<file path="src/rtl/s_term_frame_strobe_pkg.sv">
// rtl/s_term_frame_strobe_pkg.sv - shared types, widths and one-hot helper for the column strobe generator
package s_term_frame_strobe_pkg;

    typedef enum logic [1:0] {
        ST_IDLE   = 2'd0,
        ST_ARM    = 2'd1,
        ST_STROBE = 2'd2,
        ST_GAP    = 2'd3
    } state_t;

    localparam int COL_ADDR_W   = 5;
    localparam int FRAME_ADDR_W = 5;

    // Index width accepted by the helper; callers cast their frame field to it.
    localparam int FRAME_IDX_W  = 8;

    // Widest strobe bus the helper can build; six index bits address it.
    localparam int MAX_STROBE_W = 64;

    // Strobe hold counter width; holds StrobeCycles-1 for StrobeCycles up to 15.
    localparam int STROBE_CNT_W = 4;

    // One-hot vector with bit idx set; all zero when idx is outside 0..n-1.
    function automatic logic [MAX_STROBE_W-1:0] frame_onehot(
        input logic [FRAME_IDX_W-1:0] idx,
        input int                     n
    );
        logic [MAX_STROBE_W-1:0] v;
        v = '0;
        if ((int'({1'b0, idx}) < n) && (n <= MAX_STROBE_W)) begin
            v[idx[5:0]] = 1'b1;
        end
        return v;
    endfunction

endpackage

</file>
<file path="src/rtl/s_term_frame_strobe_decoder.sv">
// rtl/s_term_frame_strobe_decoder.sv - registered index-to-one-hot decoder driving the column FrameStrobe bus
module s_term_frame_strobe_decoder
    import s_term_frame_strobe_pkg::*;
#(
    parameter int Width    = 20,
    parameter int IdxWidth = 5
) (
    input  logic                clk_i,
    input  logic                clr_i,
    input  logic                en_i,
    input  logic [IdxWidth-1:0] idx_i,
    output logic [Width-1:0]    strobe_o
);

    logic [Width-1:0] strobe_q;
    logic [Width-1:0] strobe_d;

    // Decode the index only while enabled; otherwise the bus rests at zero.
    always_comb begin
        strobe_d = '0;
        if (en_i) begin
            strobe_d = Width'(frame_onehot(FRAME_IDX_W'(idx_i), Width));
        end
    end

    // Output register keeps the strobe free of any combinational path from inputs.
    always_ff @(posedge clk_i) begin
        if (clr_i) begin
            strobe_q <= '0;
        end else begin
            strobe_q <= strobe_d;
        end
    end

    assign strobe_o = strobe_q;

endmodule

</file>
<file path="src/rtl/s_term_frame_strobe.sv">
// rtl/s_term_frame_strobe.sv - per-column frame-strobe generator with setup/hold guard cycles
module s_term_frame_strobe
    import s_term_frame_strobe_pkg::*;
#(
    parameter int MaxFramesPerCol = 20,
    parameter int FrameBitsPerRow = 32,
    parameter int ColIndex        = 0,
    parameter int ColAddrWidth    = COL_ADDR_W,
    parameter int FrameAddrWidth  = FRAME_ADDR_W,
    parameter int StrobeCycles    = 2
) (
    input  logic                       CLK,
    input  logic                       RST,
    input  logic                       CmdValid,
    output logic                       CmdReady,
    input  logic [ColAddrWidth-1:0]    CmdColumn,
    input  logic [FrameAddrWidth-1:0]  CmdFrame,
    output logic [MaxFramesPerCol-1:0] FrameStrobe,
    output logic                       Busy,
    output logic                       ErrFrame,
    output logic [15:0]                FrameCount
);

    localparam logic [ColAddrWidth-1:0]   COL_SELF    = ColAddrWidth'(ColIndex);
    localparam logic [FrameAddrWidth:0]   FRAME_LIMIT = (FrameAddrWidth + 1)'(MaxFramesPerCol);
    localparam logic [STROBE_CNT_W-1:0]   STROBE_LOAD = STROBE_CNT_W'(StrobeCycles - 1);

    // Reject parameter sets the strobe bus, counter or frame field cannot represent.
    if ((StrobeCycles < 1) || (StrobeCycles > 15) || (MaxFramesPerCol < 1) ||
        (MaxFramesPerCol > MAX_STROBE_W) || ((1 << FrameAddrWidth) < MaxFramesPerCol) ||
        (FrameBitsPerRow < 1)) begin : g_param_check
        $error("s_term_frame_strobe: illegal parameter combination");
    end

    state_t                      state_q, state_d;
    logic [STROBE_CNT_W-1:0]     cnt_q, cnt_d;
    logic [FrameAddrWidth-1:0]   frame_q, frame_d;
    logic                        err_q, err_d;
    logic [15:0]                 count_q, count_d;
    logic                        accept;
    logic                        col_hit;
    logic                        frame_oor;
    logic                        strobe_en;

    assign accept    = CmdValid && (state_q == ST_IDLE);
    assign col_hit   = (CmdColumn == COL_SELF);
    assign frame_oor = ({1'b0, CmdFrame} >= FRAME_LIMIT);

    // Strobe register is loaded for the cycle after ARM and for every STROBE cycle but the last.
    assign strobe_en = (state_q == ST_ARM) || ((state_q == ST_STROBE) && (cnt_q != '0));

    // Next-state logic: command intake, guard cycles, hold counter, error flag and frame count.
    always_comb begin
        state_d = state_q;
        cnt_d   = cnt_q;
        frame_d = frame_q;
        err_d   = err_q;
        count_d = count_q;
        case (state_q)
            ST_IDLE: begin
                if (accept && col_hit) begin
                    if (frame_oor) begin
                        err_d = 1'b1;
                    end else begin
                        frame_d = CmdFrame;
                        state_d = ST_ARM;
                    end
                end
            end
            ST_ARM: begin
                cnt_d   = STROBE_LOAD;
                state_d = ST_STROBE;
            end
            ST_STROBE: begin
                if (cnt_q == '0) begin
                    state_d = ST_GAP;
                end else begin
                    cnt_d = cnt_q - 1'b1;
                end
            end
            ST_GAP: begin
                count_d = count_q + 16'd1;
                state_d = ST_IDLE;
            end
            default: begin
                state_d = ST_IDLE;
            end
        endcase
    end

    // State registers; reset wins over any command presented on the same edge.
    always_ff @(posedge CLK) begin
        if (RST) begin
            state_q <= ST_IDLE;
            cnt_q   <= '0;
            frame_q <= '0;
            err_q   <= 1'b0;
            count_q <= '0;
        end else begin
            state_q <= state_d;
            cnt_q   <= cnt_d;
            frame_q <= frame_d;
            err_q   <= err_d;
            count_q <= count_d;
        end
    end

    s_term_frame_strobe_decoder #(
        .Width    (MaxFramesPerCol),
        .IdxWidth (FrameAddrWidth)
    ) u_decoder (
        .clk_i    (CLK),
        .clr_i    (RST),
        .en_i     (strobe_en),
        .idx_i    (frame_q),
        .strobe_o (FrameStrobe)
    );

    assign CmdReady   = (state_q == ST_IDLE);
    assign Busy       = (state_q != ST_IDLE);
    assign ErrFrame   = err_q;
    assign FrameCount = count_q;

endmodule
</file>
<file path="config.mk">
export PLATFORM = sky130hd
export DESIGN_NAME = s_term_frame_strobe
export DESIGN_NICKNAME = d
export VERILOG_FILES = /design/src/rtl/s_term_frame_strobe_pkg.sv /design/src/rtl/s_term_frame_strobe_decoder.sv /design/src/rtl/s_term_frame_strobe.sv
export SDC_FILE = /design/constraint.sdc
export NUM_CORES = 1
export LEC_CHECK = 0
export CORE_UTILIZATION = 47
export DETAILED_ROUTE_END_ITERATION = 10
export GPL_TIMING_DRIVEN = 0
export HOLD_SLACK_MARGIN = 0.08
export PLACE_DENSITY = 0.74
export SLEW_MARGIN = 10
export SYNTH_ARGS = -nofsm -noshare
export SYNTH_HDL_FRONTEND = slang
export SYNTH_SLANG_ARGS = --single-unit
</file>
<file path="constraint.sdc">
create_clock -name CLK -period 2.3 [get_ports CLK]
set_input_delay 0.46 -clock CLK [delete_from_list [all_inputs] [get_ports CLK]]
set_output_delay 0.46 -clock CLK [all_outputs]
set_load 0.1 [all_outputs]
</file>
==> flow_summary.toml, run 1 <==
[yosys]
synthTopCellsByCount = "dfxtp_1, nor2_1, nand3_1"
synth_flop_cell = "dfxtp_1"
synth_area_leader_cell = "dfxtp_1"
avgSynthCellArea_um2 = 9.15
synth.area.top_cells = "dfxtp_1, nor2_1, ha_1, xor2_1, nand3_1"
ys_ff_latch = 48
yosysTopAreaCellShare = 0.493
synth_cell_type_count = 35
ys_async_sr_fraction = 0
seq_area_frac_synth = 0.493
netlist_area_um2 = 1950
synth_fp_nets = 233
synth_edf_count = 0
synth_most_common_cell = "dfxtp_1"
yosys_warnings = 0
synth_cells = 213

[sta]
worst_pin_slew_ns = 0.982
fmax_ghz = 0.452
maxSlewViolCount = 0
hold_violations = 0
holdWs_ns = 0.464
fin_crit_ns = 2.21
rsz0062_at_grt = "no"
skew_ns = 0.00883
maxSlewHeadroom = 0.344
fin_crit_sh = 0.963
setup_viol_count_final = 0

[die]
die_area_um2 = 4410
start_util = 0.487
num_io_pins = 52
die_w_um = 66.4
die_h_um = 66.4
core_area_um2 = 4000
rows = 23

[grt]
grt_pass1_wl_mm = 6.03
antenna_found_initial = 0
grt-busiest-layer = "met2"
use_met2 = 0.304
grt_max_degree = 15
met3_usage = 0.0603
grt_pass1_vias = 1413
gr-usage-all-layers = 0.182
grtUsageMet1 = 0.208
gr-total-overflow = 0

[route]
first_iter_violations = 131
ant_nets = 0
drc = 0
wl_mm = 3.62
viasPerCell = 5.04
num_vias = 1618
dr.pass1.iters = 4
detail_route.wl_per_cell_um = 11.3

[min_path]
holdPathStages = 2
hp-start = "frame_q[0]"
hp-class = "reg -> reg"

[power_and_ir_drop]
power_density_nw_per_um2 = 719
p_total_mw = 1.90
leakagePower_nw = 1.12
ir_worst_vdd_mv = 0.505

[worst_setup_path]
path_depth = 1
cp_slowest_cell = "clkdlybuf4s50_1"
crit_arrival_ns = 1.75
r2r-start = "cnt_q[0]"
critical_path_required_ns = 1.84
reg2reg_depth = 7
path_cells = "clkdlybuf4s50_1"
path_class = "reg -> out"
cpPeakStageDelay_ns = 1.13
cpLargestDelayFamily = "buffers and inverters"
critPathBufInv = 1
end_kind = "primary output"
cp-start-kind = "register"
startpoint = "ErrFrame"
critical_path.max_fanout = 2

[clock_tree]
cts_tree = "done"
path_clk_slew_ns = 0.08
insertion_delay_ns = 0.30
cts_buffers = 5
root_buffer = "clkbuf_8"
cts_hold_buf = 0
cts_max_level = 2
clockBufferDepth = 2
clkSinkCount = 48
postCtsSetupRepairBufs = 0

[finish]
stdcell_count = 321
fin_nets = 290
antenna_cells = 0
drive_above_1_share = 0.0590
fillCellCount = 358
area_delta_synth_final_pct = 35.6

[placed_design]
place.gp.congestion = 0.815
hpwlAfterDp_mm = 2.70
dp_cells = 313
portBuffers = 50

[outcome]
outcome = "completed"

[run]
cap_violations = 0
==> worst paths after layout <==
kind | slack (ns) | endpoint
setup / recovery | 0.09 | ErrFrame
hold / removal | 0.46 | u_decoder.strobe_o[3]
setup reg to reg | 0.34 | u_decoder.strobe_o[17]
hold reg to reg | 0.46 | u_decoder.strobe_o[3]
==> what timing repair did <==
action | CTS | global route
endpoints found under the setup margin | 11 | 8
gates resized for setup | 13 | 8
gates cloned | 0 | 0
==> sequential cells by signal (all words and copies together) (netlist names) <==
signal              flops
u_decoder.strobe_o     20
FrameCount             16
frame_q                 5
cnt_q                   4
state_q                 2
ErrFrame                1
==> layout make-up <==
type / count / area (µm²) / area share
repair buffers: 50 / 508 / 0.192
well taps: 50 / 62.6 / 0.0237
plain buffers: 10 / 37.5 / 0.0142
clock inverters: 2 / 35.0 / 0.0133
flip-flops and latches: 48 / 961 / 0.364
clock buffers: 6 / 72.6 / 0.0275
inverters: 9 / 37.5 / 0.0142
multi-input cells: 146 / 928 / 0.351
==> worst register-to-register path: stages, from the launching register on <==
cell      delay [ns]
dfxtp_1         0.32
inv_1           0.09
ha_1            0.19
nand2b_1        0.08
o21ai_1         0.46
a21o_1          0.24
clkbuf_1        0.34
nor3_1          0.12
==> through the flow <==
step / setup WS [ns] / cell area, µm² / utilization / setup TNS (ns)
2_1_floorplan: 0.00109 / 1960 / - / 0
6_report: 0.0857 / 2640 / 0.661 / 0
4_1_cts: 0.00318 / 2620 / 0.656 / 0
3_3_place_gp: -0.0829 / 2530 / 0.632 / -0.201
5_1_grt: 0.0172 / 2640 / 0.661 / 0
3_5_place_dp: -0.0860 / 2530 / 0.632 / -0.230
==> cells by family (layout without fill, tap and decap cells) <==
kind of cell | after synthesis | after routing | share of synthesized area
AOI/OAI and AO/OA | 23 | 23 | 0.0854
buffers and inverters | 19 | 77 | 0.0366
xor gates and xnor gates | 12 | 12 | 0.0540
muxes | 4 | 4 | 0.0206
adders and majority gates | 7 | 7 | 0.0450
and+or+nand+nor | 100 | 100 | 0.265
DFF | 48 | 48 | 0.493
==> power breakdown <==
part	internal (mW)	switching (mW)	total [mW]
Combinational	0.131	0.311	0.442
Sequential	0.852	0.0180	0.870
Clock	0.323	0.266	0.589
==> cell usage in the layout (no fill, tap or decap), types with 5 or more instances in the layout <==
cell type	count
xor2_1	9
dlygate4sd2_1	9
dlymetal6s2s_1	7
nor3_1	8
dfxtp_1	48
nor2_1	32
and3_1	5
nand3_1	14
a21oi_1	5
nand4_1	5
clkbuf_1	11
inv_1	6
nand2_1	9
nor4_1	9
clkbuf_8	5
ha_1	6
clkdlybuf4s50_1	32
nand2b_1	5
==> metal layers <==
metal,routed length (µm),vias to the layer above,share of wire
li1,-,858,-
met1,1690,720,0.47
met2,1700,32,0.47
met3,142,8,0.039
met4,79,0,0.022
met5,0,-,0
(Power assumes the default switching activity.)
==> run 2: changes to the inputs <==
--- a/config.mk
+++ b/config.mk
@@ -5,11 +5,13 @@
 export SDC_FILE = /design/constraint.sdc
 export NUM_CORES = 1
 export LEC_CHECK = 0
-export CORE_UTILIZATION = 47
+export CORE_ASPECT_RATIO = 0.75
+export CORE_UTILIZATION = 49
+export CTS_BUF_LIST = sky130_fd_sc_hd__clkbuf_8
 export DETAILED_ROUTE_END_ITERATION = 10
 export GPL_TIMING_DRIVEN = 0
 export HOLD_SLACK_MARGIN = 0.08
-export PLACE_DENSITY = 0.74
+export PLACE_DENSITY = 0.77
 export SLEW_MARGIN = 10
 export SYNTH_ARGS = -nofsm -noshare
 export SYNTH_HDL_FRONTEND = slang
==> run 2 against run 1 <==
Global-route usage increased by 3.2 points. Design area up 0.19%. Total power rose by 1.3%. Critical path depth did not move. Routed wire length increased by 16%. Largest power group unchanged. Highest routed layer unchanged.
==> flow_summary.toml, run 2 (synthesis results as in run 1) <==
[route]
ant_nets = 0
drc = 0
dr.pass1.iters = 4
first_iter_violations = 100
wl_mm = 4.19
viasPerCell = 5.19
num_vias = 1677
detail_route.wl_per_cell_um = 13.0

[sta]
hold_violations = 0
worst_pin_slew_ns = 0.989
maxSlewHeadroom = 0.339
fin_crit_ns = 2.24
fmax_ghz = 0.446
holdWs_ns = 0.469
setup_viol_count_final = 0
maxSlewViolCount = 0
rsz0062_at_grt = "no"
skew_ns = 0.00444
fin_crit_sh = 0.974
fin_setup_tns_ns = 0

[worst_setup_path]
cpLargestDelayFamily = "buffers and inverters"
reg2reg_depth = 7
crit_arrival_ns = 1.78
rr_endpoint = "u_decoder.strobe_o[19]"
end_kind = "primary output"
cpPeakStageDelay_ns = 1.14
path_cells = "clkdlybuf4s50_1"
cp_slowest_cell = "clkdlybuf4s50_1"
r2r_setup_slack_ns = 0.34
critical_path.max_fanout = 2
critPathBufInv = 1
r2r-start = "cnt_q[0]"
path_class = "reg -> out"
cp-start-kind = "register"
critical_path_required_ns = 1.84

[grt]
grt_pass1_vias = 1443
gr-usage-all-layers = 0.214
grt_max_degree = 17
gr-total-overflow = 0
antenna_found_initial = 0
grt_pass1_wl_mm = 6.87

[clock_tree]
root_buffer = "clkbuf_8"
clockBufferDepth = 2
path_clk_slew_ns = 0.09
cts_buffers = 5
insertion_delay_ns = 0.29
clkSinkCount = 48
cts_tree = "done"
cts_max_level = 2
cts_hold_buf = 0

[finish]
largest_reg_flops = 20
final_cell_area_um2 = 2650
final_cell_mix = "dfxtp_1, nor2_1, clkdlybuf4s50_1, nand3_1, clkbuf_1"
area_delta_synth_final_pct = 35.9
antenna_cells = 0
fin_nets = 290
final_common_cell = "dfxtp_1"
drive_above_1_share = 0.0664

[die]
rows = 19
die_area_um2 = 4230
core_area_um2 = 3730
start_util = 0.522
num_io_pins = 52
die_w_um = 74.8
die_h_um = 56.6

[min_path]
holdPathStages = 2
hp-class = "reg -> reg"
hp-start = "frame_q[0]"
whs_endpoint = "u_decoder.strobe_o[3]"

[placed_design]
hpwlAfterDp_mm = 3.11
placed_area_um2 = 2530
place.gp.congestion = 0.770
portBuffers = 50

[outcome]
outcome = "completed"

[power_and_ir_drop]
power_density_nw_per_um2 = 727
ir_worst_vdd_mv = 0.467
p_total_mw = 1.93
leakagePower_nw = 1.12

[run]
cap_violations = 0
## run 2: per-layer routing
layer	up-vias	global-route usage	wire [µm]
met4	0	0.0485	18
met3	2	0.0485	205
met1	778	0.317	2110
met5	-	0	0
met2	39	0.314	1850
li1	858	-	-
## run 2: worst max path at each step
stage | endpoint | startpoint | slack [ns] | cells past startpoint
6_report | ErrFrame | ErrFrame | 0.06 | 1
5_1_grt | ErrFrame | ErrFrame | 0.01 | 1
4_1_cts | FrameCount[1] | FrameCount[1] | 0.005 | 1
3_5_place_dp | frame_q[1] | CmdColumn[0] | -0.11 | 5
3_3_place_gp | frame_q[1] | CmdColumn[0] | -0.08 | 5
2_1_floorplan | frame_q[0] | state_q[1] | 0.001 | 6
## run 2: stage by stage
| stage | worst slack [ns] | std cells | utilization |
|---|---|---|---|
| 2_1_floorplan | 0.00109 | 213 | - |
| 3_3_place_gp | -0.0833 | 315 | 0.678 |
| 4_1_cts | 0.00498 | 323 | 0.706 |
| 5_1_grt | 0.0118 | 323 | 0.709 |
| 6_report | 0.0588 | 323 | 0.709 |
| 3_5_place_dp | -0.109 | 315 | 0.678 |
## run 2: final cells by class
class | instances | area (µm²)
Fill cell | 315 | 1080
Sequential cell | 48 | 961
Multi-Input combinational cell | 146 | 928
Timing Repair Buffer | 50 | 503
Clock buffer | 5 | 68.8
Tap cell | 52 | 65.1
Clock inverter | 3 | 46.3
Buffer | 10 | 37.5
Inverter | 9 | 37.5
## run 2: worst min-delay path, cell delays in order (launching register included)
cell and delay (ns):
dfxtp_1 0.32, inv_1 0.06, nor4_1 0.05
## run 2: power breakdown
part	switching, mW	total (mW)	internal [mW]
logic	0.324	0.451	0.128
registers	0.0177	0.869	0.852
clock network	0.277	0.605	0.327
## run 2: what timing repair did
item | 4_1_cts | 5_1_grt
endpoints found under the hold margin | 0 | 0
setup endpoints to repair | 11 | 8
setup buffers | 0 | 0
resized for setup | 13 | 9
